### src/rtl/ex_operand_stage_pkg.sv
// ---------------------------------------------------------------------------
// ex_operand_stage_pkg
// Shared types and constants for the decode-to-execute operand stage.
//   XLEN / RA_W / ALU_W : datapath, register-address and ALU-control widths
//   alu_ctrl_e          : ALU control codes carried through the stage
//   op1_sel_e/op2_sel_e : operand select encodings
//   stage_t             : everything the stage holds for one instruction
//   reg_hit()           : "producer writes this source register" test
// Build option: define FORWARDING_EN to enable MEM/WB operand forwarding;
// without it, RAW dependences on in-flight producers stall the stage.
// ---------------------------------------------------------------------------
package ex_operand_stage_pkg;

    localparam int XLEN  = 32;
    localparam int RA_W  = 5;
    localparam int ALU_W = 4;

`ifdef FORWARDING_EN
    localparam bit FWD_EN = 1'b1;
`else
    localparam bit FWD_EN = 1'b0;
`endif

    typedef enum logic [ALU_W-1:0] {
        ALU_ADD  = 4'd0,
        ALU_SUB  = 4'd1,
        ALU_SLL  = 4'd2,
        ALU_SLT  = 4'd3,
        ALU_SLTU = 4'd4,
        ALU_XOR  = 4'd5,
        ALU_SRL  = 4'd6,
        ALU_SRA  = 4'd7,
        ALU_OR   = 4'd8,
        ALU_AND  = 4'd9
    } alu_ctrl_e;

    typedef enum logic {
        OP1_RS1 = 1'b0,
        OP1_PC  = 1'b1
    } op1_sel_e;

    typedef enum logic {
        OP2_RS2 = 1'b0,
        OP2_IMM = 1'b1
    } op2_sel_e;

    typedef struct packed {
        logic             valid;
        logic [XLEN-1:0]  pc;
        logic [XLEN-1:0]  imm;
        logic [XLEN-1:0]  rs1_data;
        logic [XLEN-1:0]  rs2_data;
        logic [RA_W-1:0]  rs1;
        logic [RA_W-1:0]  rs2;
        logic [RA_W-1:0]  rd;
        op1_sel_e         op1_sel;
        op2_sel_e         op2_sel;
        logic [ALU_W-1:0] alu_ctrl;
        logic             rd_we;
        logic             is_load;
    } stage_t;

    // x0 is never a real destination, so it never matches a source.
    function automatic logic reg_hit(input logic [RA_W-1:0] src,
                                     input logic            we,
                                     input logic [RA_W-1:0] dst);
        return we && (dst != '0) && (dst == src);
    endfunction

endpackage

### src/rtl/ex_operand_stage_fwd_mux.sv
// ---------------------------------------------------------------------------
// ex_operand_stage_fwd_mux
// Per-operand priority select: MEM result, else WB result, else held data.
// The hit flags are always produced; the stage uses them for RAW stalls and
// write-capture even when forwarding is compiled out (FORWARDING_EN).
//   src_addr / held_data          : held source register index and its data
//   mem_we/mem_rd_addr/mem_result : MEM-stage producer
//   wb_we/wb_rd_addr/wb_result    : WB-stage producer
//   data                          : operand value after forwarding
//   mem_hit / wb_hit              : producer writes src_addr
// ---------------------------------------------------------------------------
module ex_operand_stage_fwd_mux
    import ex_operand_stage_pkg::*;
(
    input  logic [RA_W-1:0] src_addr,
    input  logic [XLEN-1:0] held_data,
    input  logic            mem_we,
    input  logic [RA_W-1:0] mem_rd_addr,
    input  logic [XLEN-1:0] mem_result,
    input  logic            wb_we,
    input  logic [RA_W-1:0] wb_rd_addr,
    input  logic [XLEN-1:0] wb_result,
    output logic [XLEN-1:0] data,
    output logic            mem_hit,
    output logic            wb_hit
);

    always_comb begin
        mem_hit = reg_hit(src_addr, mem_we, mem_rd_addr);
        wb_hit  = reg_hit(src_addr, wb_we, wb_rd_addr);
        data    = held_data;
        if (FWD_EN) begin
            // MEM holds the younger producer, so it wins over WB.
            if (mem_hit) begin
                data = mem_result;
            end else if (wb_hit) begin
                data = wb_result;
            end
        end
    end

endmodule

### src/rtl/ex_operand_stage.sv
// ---------------------------------------------------------------------------
// ex_operand_stage
// Decode-to-execute pipeline register with hazard detection and operand
// preparation for the RV32I ALU.
//   i_clk, i_rst_n          : clock, asynchronous active-low reset
//   i_valid / o_ready       : decode handshake (transfer when both high)
//   i_pc .. i_is_load       : decoded instruction fields and RF read data
//   i_ex_stall, i_flush     : downstream stall, redirect kill
//   i_mem_*, i_wb_*         : MEM / WB producers for forwarding
//   o_valid                 : held instruction issuable this cycle
//   o_op1, o_op2, o_rs2_val : ALU operands and store data
//   o_AluCtrl, o_pc, o_rd_addr, o_rd_we, o_is_load : pass-through fields
// Build option FORWARDING_EN: forward from MEM/WB; when undefined the stage
// stalls (o_valid low, contents held) on any RAW match with MEM/WB.
// Handshake: a decode transfer happens on a rising edge where i_valid and
// o_ready are both high; o_ready never depends on i_flush.
// ---------------------------------------------------------------------------
module ex_operand_stage
    import ex_operand_stage_pkg::*;
(
    input  logic             i_clk,
    input  logic             i_rst_n,
    input  logic             i_valid,
    output logic             o_ready,
    input  logic [XLEN-1:0]  i_pc,
    input  logic [XLEN-1:0]  i_imm,
    input  logic [XLEN-1:0]  i_rs1_data,
    input  logic [XLEN-1:0]  i_rs2_data,
    input  logic [RA_W-1:0]  i_rs1_addr,
    input  logic [RA_W-1:0]  i_rs2_addr,
    input  logic [RA_W-1:0]  i_rd_addr,
    input  logic             i_op1_sel,
    input  logic             i_op2_sel,
    input  logic [ALU_W-1:0] i_AluCtrl,
    input  logic             i_rd_we,
    input  logic             i_is_load,
    input  logic             i_ex_stall,
    input  logic             i_flush,
    input  logic [RA_W-1:0]  i_mem_rd_addr,
    input  logic             i_mem_we,
    input  logic [XLEN-1:0]  i_mem_result,
    input  logic [RA_W-1:0]  i_wb_rd_addr,
    input  logic             i_wb_we,
    input  logic [XLEN-1:0]  i_wb_result,
    output logic             o_valid,
    output logic [XLEN-1:0]  o_op1,
    output logic [XLEN-1:0]  o_op2,
    output logic [XLEN-1:0]  o_rs2_val,
    output logic [ALU_W-1:0] o_AluCtrl,
    output logic [XLEN-1:0]  o_pc,
    output logic [RA_W-1:0]  o_rd_addr,
    output logic             o_rd_we,
    output logic             o_is_load
);

    stage_t          st;
    stage_t          cap;
    logic [XLEN-1:0] fwd_rs1;
    logic [XLEN-1:0] fwd_rs2;
    logic            mem_hit1;
    logic            wb_hit1;
    logic            mem_hit2;
    logic            wb_hit2;
    logic            load_use;
    logic            raw_stall;
    logic            hold;
    logic            take;

    ex_operand_stage_fwd_mux u_fwd_rs1 (
        .src_addr    (st.rs1),
        .held_data   (st.rs1_data),
        .mem_we      (i_mem_we),
        .mem_rd_addr (i_mem_rd_addr),
        .mem_result  (i_mem_result),
        .wb_we       (i_wb_we),
        .wb_rd_addr  (i_wb_rd_addr),
        .wb_result   (i_wb_result),
        .data        (fwd_rs1),
        .mem_hit     (mem_hit1),
        .wb_hit      (wb_hit1)
    );

    ex_operand_stage_fwd_mux u_fwd_rs2 (
        .src_addr    (st.rs2),
        .held_data   (st.rs2_data),
        .mem_we      (i_mem_we),
        .mem_rd_addr (i_mem_rd_addr),
        .mem_result  (i_mem_result),
        .wb_we       (i_wb_we),
        .wb_rd_addr  (i_wb_rd_addr),
        .wb_result   (i_wb_result),
        .data        (fwd_rs2),
        .mem_hit     (mem_hit2),
        .wb_hit      (wb_hit2)
    );

    // Both sources are compared regardless of use: spurious bubbles are
    // cheaper than decoding which operands the instruction really reads.
    assign load_use = st.valid && st.is_load && st.rd_we && (st.rd != '0) &&
                      i_valid &&
                      ((i_rs1_addr == st.rd) || (i_rs2_addr == st.rd));

    // Only meaningful without forwarding; FWD_EN folds it to zero.
    assign raw_stall = !FWD_EN && st.valid &&
                       (mem_hit1 || wb_hit1 || mem_hit2 || wb_hit2);

    assign hold    = i_ex_stall || raw_stall;
    assign o_ready = !i_ex_stall && !load_use && !raw_stall;
    assign take    = i_valid && o_ready;

    always_comb begin
        cap          = '0;
        cap.valid    = i_valid;
        cap.pc       = i_pc;
        cap.imm      = i_imm;
        cap.rs1_data = i_rs1_data;
        cap.rs2_data = i_rs2_data;
        cap.rs1      = i_rs1_addr;
        cap.rs2      = i_rs2_addr;
        cap.rd       = i_rd_addr;
        cap.op1_sel  = op1_sel_e'(i_op1_sel);
        cap.op2_sel  = op2_sel_e'(i_op2_sel);
        cap.alu_ctrl = i_AluCtrl;
        cap.rd_we    = i_rd_we;
        cap.is_load  = i_is_load;
    end

    always_ff @(posedge i_clk or negedge i_rst_n) begin
        if (!i_rst_n) begin
            st <= '0;
        end else if (i_flush) begin
            // Kill the held instruction but still accept the redirect target.
            if (take) begin
                st <= cap;
            end else begin
                st.valid <= 1'b0;
            end
        end else if (hold) begin
            // Grab retiring WB values so a long hold never loses them.
            if (wb_hit1) begin
                st.rs1_data <= i_wb_result;
            end
            if (wb_hit2) begin
                st.rs2_data <= i_wb_result;
            end
        end else if (load_use) begin
            st.valid <= 1'b0;
        end else begin
            st <= cap;
        end
    end

    assign o_valid   = st.valid && !raw_stall;
    assign o_op1     = (st.op1_sel == OP1_PC)  ? st.pc  : fwd_rs1;
    assign o_op2     = (st.op2_sel == OP2_IMM) ? st.imm : fwd_rs2;
    assign o_rs2_val = fwd_rs2;
    assign o_AluCtrl = st.alu_ctrl;
    assign o_pc      = st.pc;
    assign o_rd_addr = st.rd;
    assign o_rd_we   = st.rd_we;
    assign o_is_load = st.is_load;

endmodule
### config.mk
export PLATFORM = sky130hd
export DESIGN_NAME = ex_operand_stage
export DESIGN_NICKNAME = d
export VERILOG_FILES = /design/src/rtl/ex_operand_stage_pkg.sv /design/src/rtl/ex_operand_stage_fwd_mux.sv /design/src/rtl/ex_operand_stage.sv
export SDC_FILE = /design/constraint.sdc
export NUM_CORES = 1
export LEC_CHECK = 0
export ABC_AREA = 1
export BUFFER_PORTS_ARGS = -buffer_cell sky130_fd_sc_hd__clkbuf_2
export CAP_MARGIN = 20
export CORE_MARGIN = 4
export CORE_UTILIZATION = 45
export DETAILED_ROUTE_END_ITERATION = 8
export PLACE_DENSITY = 0.83
export SLEW_MARGIN = 20
export SYNTH_ARGS = -nofsm -noshare
export SYNTH_HDL_FRONTEND = slang
export SYNTH_HIERARCHICAL = 1
export SYNTH_SLANG_ARGS = --single-unit
export TNS_END_PERCENT = 50
### constraint.sdc
create_clock -name i_clk -period 5.1 [get_ports i_clk]
set_clock_uncertainty 0.1 [all_clocks]
set_input_delay 1.53 -clock i_clk [delete_from_list [all_inputs] [get_ports i_clk]]
set_output_delay 1.53 -clock i_clk [all_outputs]
set_load 0.01 [all_outputs]
==> impl_metrics.csv <==
group,metric,value,unit
global_route,grt_pass1_vias,7826,
clock_tree,cts_hold_buf,0,
setup_path,cp.arrival,3090,ps
clock_tree,clockRootBuffer,"clkbuf_16",
setup_path,end_kind,"primary output",
floorplan,rows,50,
cells_and_area,final_common_cell,"nand2_1",
cells_and_area,mostFrequentLayoutCells,"nand2_1 (535), clkbuf_2 (339), nand3_1 (158)",
setup_path,worst_ep_required_time,3470,ps
timing,finalSetupViolCount,0,
synth,synth.area.top_cells,"dfrtp_1 (43%), nand2_1 (23%), nand3_1 (9.0%)",
clock_tree,cts-htree-levels,4,
cells_and_area,fin_cells,1653,
setup_path,regToRegSetupSlack,1610,ps
detailed_routing,wl_per_cell,16.5,µm
timing,finalCritPeriodShare,92.5,%
floorplan,initial_core_util,46.5,%
cells_and_area,area_delta_synth_final,18.8,%
synth,synth_area,0.00881,mm²
timing,worstMarginPinSlew,1090,ps
floorplan,die_x,148,µm
global_route,gr-total-overflow,0,
synth,syn_area_per_cell,7.47,µm²
clock_tree,cts_num_sinks,152,
timing,period_minus_slack,4720,ps
clock_tree,tritoncts,"done",
detailed_routing,detail_route.first_pass.iterations,5,
detailed_routing,drc_errors,0,
clock_tree,cts_buffers,17,
timing,finalHoldViolCount,0,
clock_tree,postCtsResizedCells,0,
synth,ys_types,17,
synth,synth_top_area_share,43.2,%
global_route,grt_use_total,24.1,%
floorplan,num_io_pins,373,
clock_tree,clkTransAtPathRegs,60,ps
global_route,antenna_found_initial,1,
detailed_routing,dr.first_iter.drc_count,516,
synth,ys_seq_area_share,43.2,%
detailed_routing,wl,27.3,mm
power,power_density,365,mW/mm²
worst_hold_path,whs_path_depth,2,
synth,syn_inst,1179,
setup_path,start_kind,"input pin",
timing,max_freq,0.212,GHz
run_status,status,"finished, final reports clean",
place,numPortBuffers,340,
synth,ys_ff_latch,152,
worst_hold_path,hp-class,"flop to flop",
detailed_routing,drt-vias-per-instance,4.99,
place,routabilityCongestion,0.889,
setup_path,path_class,"input pin to primary output",
setup_path,rr_endpoint,"st[82]",
timing,slew_headroom,27.4,%
cells_and_area,seqCellArea,0.00380,mm²
place,dpl.hpwl,20.2,mm
cells_and_area,nets,1613,
floorplan,dieArea,0.0219,mm²
timing,slew_violations,0,
worst_hold_path,min_from,"st[62]",
setup_path,ff2ff_path_depth,18,
clock_tree,clk-insertion-delay-late,410,ps
cells_and_area,n_fill_cell,1773,
setup_path,critPathMaxFanout,6,
setup_path,reg2reg_from,"st[21]",
power,power,3.82,mW
cells_and_area,multiInputGateArea,0.00379,mm²
synth,synth_top_area_cell,"dfrtp_1",
synth,synth_nets,1411,
power,peakVddDrop,213,µV
global_route,grt_pass1_wl,41.9,mm
cells_and_area,drive_gt1_share,32.5,%
detailed_routing,vias,8251,
global_route,grt_max_degree,103,
detailed_routing,ant_nets,0,
synth,synth_warnings,6,
clock_tree,postCtsSetupRepairBufs,0,
clock_tree,clk_path_buf_depth,2,
power,leakagePower,6.25,nW
worst_hold_path,hold_end,"st[62]",
place,dpl.cell_count,1622,
flow_run,maxCapViolations,0,
floorplan,die_y,148,µm
timing,rsz0062_at_grt,"no",
timing,fin_setup_tns,0,ps
floorplan,core,0.0190,mm²
## final cells by class
class                   count  share of cell area, %
multi-input cells         811                   36.2
diodes                      1                 0.0239
clock buffers              20                   4.27
flip-flops and latches    152                   36.3
clock inverters            10                   1.16
well taps                 260                   3.11
inverters                  48                   1.72
repair buffers            351                   17.2
## power by group
part / internal [mW] / switching (mW) / leakage, nW
Combinational: 0.433 / 0.592 / 4.11
Clock: 0.732 / 0.507 / 0.265
Sequential: 1.39 / 0.166 / 1.87
## critical path, stage by stage
cell	delay, ps
clkbuf_2	130
nor2_1	90
nand3_1	80
a21oi_1	150
nor2_1	110
nor2_1	90
nand2_1	100
a21oi_1	270
inv_1	170
a21oi_4	200
clkbuf_2	170
## per-stage QoR
stage / area, µm² / setup WS [ps] / hold slack [ps] / utilization [%]
detailed placement: 9900 / 393 / 356 / 52.2
finish: 10500 / 385 / 371 / 55.2
global route: 10500 / 224 / 386 / 55.2
CTS: 10500 / 391 / 372 / 55.2
floorplan: 8810 / 635 / 336 / -
global placement: 9900 / 456 / 348 / 52.2
## sequential cells by signal (all words and copies together), names as in the netlist
register	flops
o_rd_we	1
o_rd_addr	5
o_is_load	1
o_pc	32
o_AluCtrl	4
st	109
## logic make-up (layout without fill, tap and decap cells)
family / after synthesis / in the layout / synth area share [%]
buffers and inverters: 216 / 429 / 14.1
XOR/XNOR: 2 / 2 / 0.199
AND/OR/NAND/NOR: 727 / 727 / 33.2
AO/OA/AOI/OAI: 18 / 18 / 1.15
flip-flops: 152 / 152 / 43.2
other: 0 / 1 / 0
multiplexers: 64 / 64 / 8.18
## how the worst max path moves through the flow
stage / from / end / slack [ps] / cells past startpoint
2_1_floorplan: i_mem_rd_addr[0] / o_ready / 630 / 10
3_3_place_gp: i_mem_rd_addr[0] / o_ready / 460 / 11
3_5_place_dp: i_wb_rd_addr[1] / o_ready / 390 / 11
4_1_cts: i_wb_rd_addr[1] / o_ready / 390 / 11
5_1_grt: i_wb_rd_addr[0] / o_ready / 220 / 12
6_report: i_wb_rd_addr[1] / o_ready / 380 / 11
## synthesized netlist by cell type, drive strengths merged
cell and number:
a21oi 6, o21ai 12, nor3 1, xnor2 2, mux2 64, clkbuf 29, inv 48, dfrtp 152
buf 139, nor2 30, nand2 538, nand3 158
## metal layers
metal	share of wire, %	routed length (µm)	vias to the layer above	GRT usage [%]
met5	0	0	-	0
met4	2.7	745	0	8.78
met3	6.2	1690	52	3.37
met2	47	12800	361	38.6
met1	44	12100	3828	33.7
li1	-	-	4010	-
No activity file was read; power rests on OpenSTA's default activity.
